`src/rtl/ysyx_23060236_rf_pkg.sv`:
```
// Shared sizing and packing helpers for the scoreboarded register file.
package ysyx_23060236_rf_pkg;

  localparam int X0 = 0;

  function automatic int nregs(input int aw);
    return 1 << aw;
  endfunction

  function automatic int cnt_max(input int cw);
    return (1 << cw) - 1;
  endfunction

  // LSB of read port 'port' inside a flat packed bus of 'w'-bit fields
  function automatic int port_lsb(input int port, input int w);
    return port * w;
  endfunction

endpackage

```
`src/rtl/ysyx_23060236_sb_counter.sv`:
```
// Saturating pending-write counter for one register; clr wins, inc+dec cancel.
module ysyx_23060236_sb_counter
  import ysyx_23060236_rf_pkg::*;
#(
  parameter int CNT_WIDTH = 2
) (
  input  logic                 clock,
  input  logic                 reset,
  input  logic                 inc,
  input  logic                 dec,
  input  logic                 clr,
  output logic [CNT_WIDTH-1:0] cnt,
  output logic                 is_zero,
  output logic                 is_max,
  output logic                 underflow
);

  localparam logic [CNT_WIDTH-1:0] CMAX = CNT_WIDTH'(cnt_max(CNT_WIDTH));

  assign is_zero   = (cnt == '0);
  assign is_max    = (cnt == CMAX);
  assign underflow = dec & ~inc & ~clr & is_zero;

  always_ff @(posedge clock or posedge reset) begin
    if (reset)                        cnt <= '0;
    else if (clr)                     cnt <= '0;
    else if (inc & ~dec & ~is_max)    cnt <= cnt + 1'b1;
    else if (dec & ~inc & ~is_zero)   cnt <= cnt - 1'b1;
  end

endmodule

```
`src/rtl/ysyx_23060236_regfile_sb.sv`:
```
// Multi-read-port register file with per-register pending-write scoreboard,
// optional writeback bypass, flush and sticky retire-underflow error.
module ysyx_23060236_regfile_sb
  import ysyx_23060236_rf_pkg::*;
#(
  parameter int ADDR_WIDTH = 4,
  parameter int DATA_WIDTH = 32,
  parameter int NR_READ    = 2,
  parameter int CNT_WIDTH  = 2,
  parameter int BYPASS     = 1
) (
  input  logic                          clock,
  input  logic                          reset,
  input  logic [NR_READ*ADDR_WIDTH-1:0] raddr,
  output logic [NR_READ*DATA_WIDTH-1:0] rdata,
  output logic [NR_READ-1:0]            rbusy,
  input  logic                          issue_valid,
  input  logic [ADDR_WIDTH-1:0]         issue_rd,
  output logic                          issue_ready,
  input  logic                          wb_valid,
  input  logic [ADDR_WIDTH-1:0]         wb_addr,
  input  logic [DATA_WIDTH-1:0]         wb_data,
  input  logic                          flush,
  output logic                          sb_err
);

  localparam int                    NREGS    = nregs(ADDR_WIDTH);
  localparam logic [ADDR_WIDTH-1:0] ZERO_IDX = ADDR_WIDTH'(X0);

  logic [DATA_WIDTH-1:0]             rf [NREGS];
  logic [NREGS-1:0][CNT_WIDTH-1:0]   cnt;
  logic [NREGS-1:0]                  is_zero, is_max, underflow;
  logic                              fire, retire;

  assign retire      = wb_valid & (wb_addr != ZERO_IDX);
  assign issue_ready = (issue_rd == ZERO_IDX) | ~is_max[issue_rd];
  assign fire        = issue_valid & issue_ready & (issue_rd != ZERO_IDX);

  // x0 is never tracked: permanently idle, never full
  assign cnt[0]       = '0;
  assign is_zero[0]   = 1'b1;
  assign is_max[0]    = 1'b0;
  assign underflow[0] = 1'b0;

  for (genvar r = 1; r < NREGS; r++) begin : g_cnt
    ysyx_23060236_sb_counter #(.CNT_WIDTH(CNT_WIDTH)) u_cnt (
      .clock     (clock),
      .reset     (reset),
      .inc       (fire   & (issue_rd == ADDR_WIDTH'(r))),
      .dec       (retire & (wb_addr  == ADDR_WIDTH'(r))),
      .clr       (flush),
      .cnt       (cnt[r]),
      .is_zero   (is_zero[r]),
      .is_max    (is_max[r]),
      .underflow (underflow[r])
    );
  end

  always_ff @(posedge clock or posedge reset) begin
    if (reset) begin
      for (int r = 0; r < NREGS; r++) rf[r] <= '0;
    end else if (retire) begin
      rf[wb_addr] <= wb_data;
    end
  end

  always_ff @(posedge clock or posedge reset) begin
    if (reset)           sb_err <= 1'b0;
    else if (|underflow) sb_err <= 1'b1;
  end

  for (genvar i = 0; i < NR_READ; i++) begin : g_rd
    logic [ADDR_WIDTH-1:0] ra;
    logic                  hit, last;
    assign ra   = raddr[port_lsb(i, ADDR_WIDTH) +: ADDR_WIDTH];
    assign hit  = (BYPASS != 0) & retire & (wb_addr == ra);
    // the writeback that retires the last pending write frees the operand now
    assign last = (cnt[ra] == CNT_WIDTH'(1));
    assign rdata[port_lsb(i, DATA_WIDTH) +: DATA_WIDTH] =
      (ra == ZERO_IDX) ? '0 : hit ? wb_data : rf[ra];
    assign rbusy[i] = (ra != ZERO_IDX) & ~is_zero[ra] & ~(hit & last);
  end

endmodule

```
`config.mk`:
```
export PLATFORM = sky130hd
export DESIGN_NAME = ysyx_23060236_regfile_sb
export DESIGN_NICKNAME = d
export VERILOG_FILES = /design/src/rtl/ysyx_23060236_rf_pkg.sv /design/src/rtl/ysyx_23060236_sb_counter.sv /design/src/rtl/ysyx_23060236_regfile_sb.sv
export SDC_FILE = /design/constraint.sdc
export NUM_CORES = 2
export LEC_CHECK = 0
export CAP_MARGIN = 10
export CORE_MARGIN = 2
export CORE_UTILIZATION = 30
export CTS_BUF_LIST = sky130_fd_sc_hd__clkbuf_8
export CTS_CLUSTER_SIZE = 20
export DETAILED_ROUTE_END_ITERATION = 8
export HOLD_SLACK_MARGIN = 0.15
export PLACE_DENSITY = 0.47
export SYNTH_ARGS = -nofsm -noshare
export SYNTH_HDL_FRONTEND = slang
export SYNTH_SLANG_ARGS = --single-unit
```
`constraint.sdc`:
```
create_clock -name clock -period 23.5 [get_ports clock]
set_input_delay 2.35 -clock clock [delete_from_list [all_inputs] [get_ports clock]]
set_output_delay 2.35 -clock clock [all_outputs]
set_load 0.03 [all_outputs]
```
==> run metrics <==
status finished clean; final global-route overflow total 0; sw frac 29.2%; Hold Path Origin rf[488]; fin crit share 39.8%; Die X 320 µm; number of routed nets with antenna violations 0; Post-route DRC 0; number of H-tree levels 3; Slew headroom 22.1%; P&R area growth vs syn 14.9%; share of the synthesized area in the top cell type 45.3%; R2R Setup Slk between 20 and 25 ns; area occupied by multi-input gates 15500 µm²; NetSw 0.876 mW; Clock transition at path regs 0.06 ns; clock skew 0.0150 ns; gpl congestion 0.763; clock share of power 32.4%; first-pass GRT wire length ~140 mm; Setup Total Neg Slack 0 ns; Crit Path Class input port to output pin; share of power burned in registers between 40 and 50%; CTS root buffer clkbuf_8; Main synth FF type dfrtp_1; number of global-route vias before repair 20800; required time of the critical path 21.15 ns; ys async rst share 100%; # fillers between 9000 and 10000; DRT Wirelength 94.2 mm; core box area 98700 µm²; CP Launch Type input port; post-synth cell types 65; R2R depth 7; Hold EP rf[488]; sequential cell area 13600 µm²; Max-Cap Viols 0; ratio of cells with drive above 1 in the final layout a little under half; internal power about 2.1 mW; Power Density between 80 and 90 nW/µm²; Post-CTS Hold Buffers 0; Hold Path Depth 0; Final Hold Vio Count 0; top post-synthesis cells by count dfrtp_1, mux2_2, mux4_2, nand2_1, clkbuf_1; sequential cell area fraction in the yosys report 45.3%; drt pass-1 iters 5; die footprint 103000 µm²; initial antenna violation count 8; Yosys reg bits 543; Crit Path Max Fanout 44; syn_nets between 2000 and 2500; Worst-Margin Slew 1.17 ns; reg2reg end sb_err; Initial Util 30.4%; RSZ-0062 raised after global routing false; FP Rows 115; Port Buffers between 100 and 150; postcts setup bufs 0; Die Height between 300 and 400 µm; combinational share of power 25.4%; Worst Setup End Kind output pin; worst min-delay path class flip-flop to flip-flop; most frequent cell after synthesis dfrtp_1; Slew Viols, Final 0; WL/cell 26.9 µm; Starting DRT DRC Count 1391; largest net degree at the start of global routing 155; clock buffer depth 3; CTS tree built; Ports 121; syn avg cell area 14.2 µm²; number of gates resized after cts 0; top post-synthesis cells by area dfrtp_1, mux4_2, mux2_2; CTS sink cnt 543; final core occ 34.9%; Worst VDD drop roughly 0.042 mV; Total Nets Final ~2200; Pleak 14.0 nW; synthesized cell area approximately 30000 µm²; leading area contributor after synthesis dfrtp_1; FMAX ~110 MHz; vias between 15000 and 20000; CTS buffer count 101; # setup viols final 0; fin crit period just over 9 ns; Post-DP HPWL 50.6 mm; CP arrival 7.01 ns; DR vias/cell 5.47; Critical R2R Launch g_cnt[15].u_cnt.cnt[0]; post-synthesis instance total 2112; yosys warns 0; Tot GR Track Use 18.5%; clock latency at the later pin of the worst-skew pair 0.69 ns; Post-synth EDFFs 0
-- cells by family (layout without fill, tap and decap cells) --
logic type      Yosys count  after routing  share of synthesized area [%]
compound gates          166            166                           3.60
xor+xnor                  8              8                          0.234
buf+inv                 248            349                           3.40
flops                   543            543                           45.3
mux                     807            807                           42.4
other cells               0              6                              0
simple gates            340            340                           5.11
-- state kept, by name, indices dropped and copies added (netlist names) --
register / count
g_cnt.u_cnt.cnt: 30
rf: 512
sb_err: 1
-- power groups by stage --
stage               clock (mW)  sequential (mW)  combinational, mW
CTS                       1.00             1.26              0.774
global route              1.05             1.29              0.815
detailed placement           0             1.28              0.772
floorplan                    0             1.23              0.573
finish                   0.971             1.27              0.763
global placement             0             1.27              0.760
-- layer usage --
layer	track usage, %	vias up	routed length (µm)
met4	6.13	4	2830
met3	4.27	174	5400
li1	-	8115	-
met2	29.1	526	43600
met1	25.4	10400	42300
met5	0	-	21
-- through the flow --
step / instances / power [mW] / hold WS [ns] / cell area [µm²] / setup WS [ns]
floorplan: 2112 / 1.81 / 0.441 / 30000 / 5.97
global placement: 3328 / 2.03 / 0.376 / 32300 / 13.95
detailed placement: 3328 / 2.05 / 0.382 / 32300 / 13.95
CTS: 3500 / 3.04 / 0.397 / 34400 / 13.95
global route: 3504 / 3.16 / 0.408 / 34400 / 13.69
finish: 3506 / 3.00 / 0.391 / 34500 / 14.14
-- area by class of cell --
cell class,count,share of cell area (%)
timing repair buffer,163,4.49
antenna,6,0.0436
multi-input combinational,1321,45.0
clock buffer,128,5.11
inverter,14,0.174
clock inverter,44,1.09
sequential,543,39.4
tap,1287,4.67
-- cell usage in the layout (no fill, tap or decap), drive strengths merged, types with 3 or more instances in the layout --
master and instances:
buf 51, xor2 8, mux4 325, nor3b 5, a21oi 66, clkdlybuf4s50 112, o31ai 5, a211oi 27
a22oi 3, o21ai 24, o32ai 5, dfrtp 543, clkinv 10, nor4 11, nand4 3, clkbuf 128
bufinv 6, nand3 5, mux2i 32, inv 39, diode 6, clkinvlp 3, or3 5, nand2b 17
nor3 17, or2 5, o31a 5, nand3b 9, nand2 185, o21a 12, nor2 63, mux2 450
-- worst max-delay path by stage --
stage | startpoint | end | slack [ns] | depth (start not counted)
after global routing | raddr[4] | rdata[43] | 13.69 | 9
after global placement | raddr[4] | rdata[43] | 13.95 | 9
final | raddr[4] | rdata[43] | 14.14 | 9
after floorplan | reset | g_cnt[10].u_cnt.cnt[0] | 5.97 | 1
after CTS | raddr[4] | rdata[43] | 13.95 | 9
after detailed placement | raddr[4] | rdata[40] | 13.95 | 9
-- critical path: stages --
cell             delay (ns)
buf_8                  0.28
buf_4                  0.64
buf_4                  0.76
buf_4                  0.84
mux4_2                 0.61
mux4_2                 0.47
nand2_1                0.09
a21oi_1                0.15
clkdlybuf4s50_1        0.65
Power figures use the tool's default switching activity.
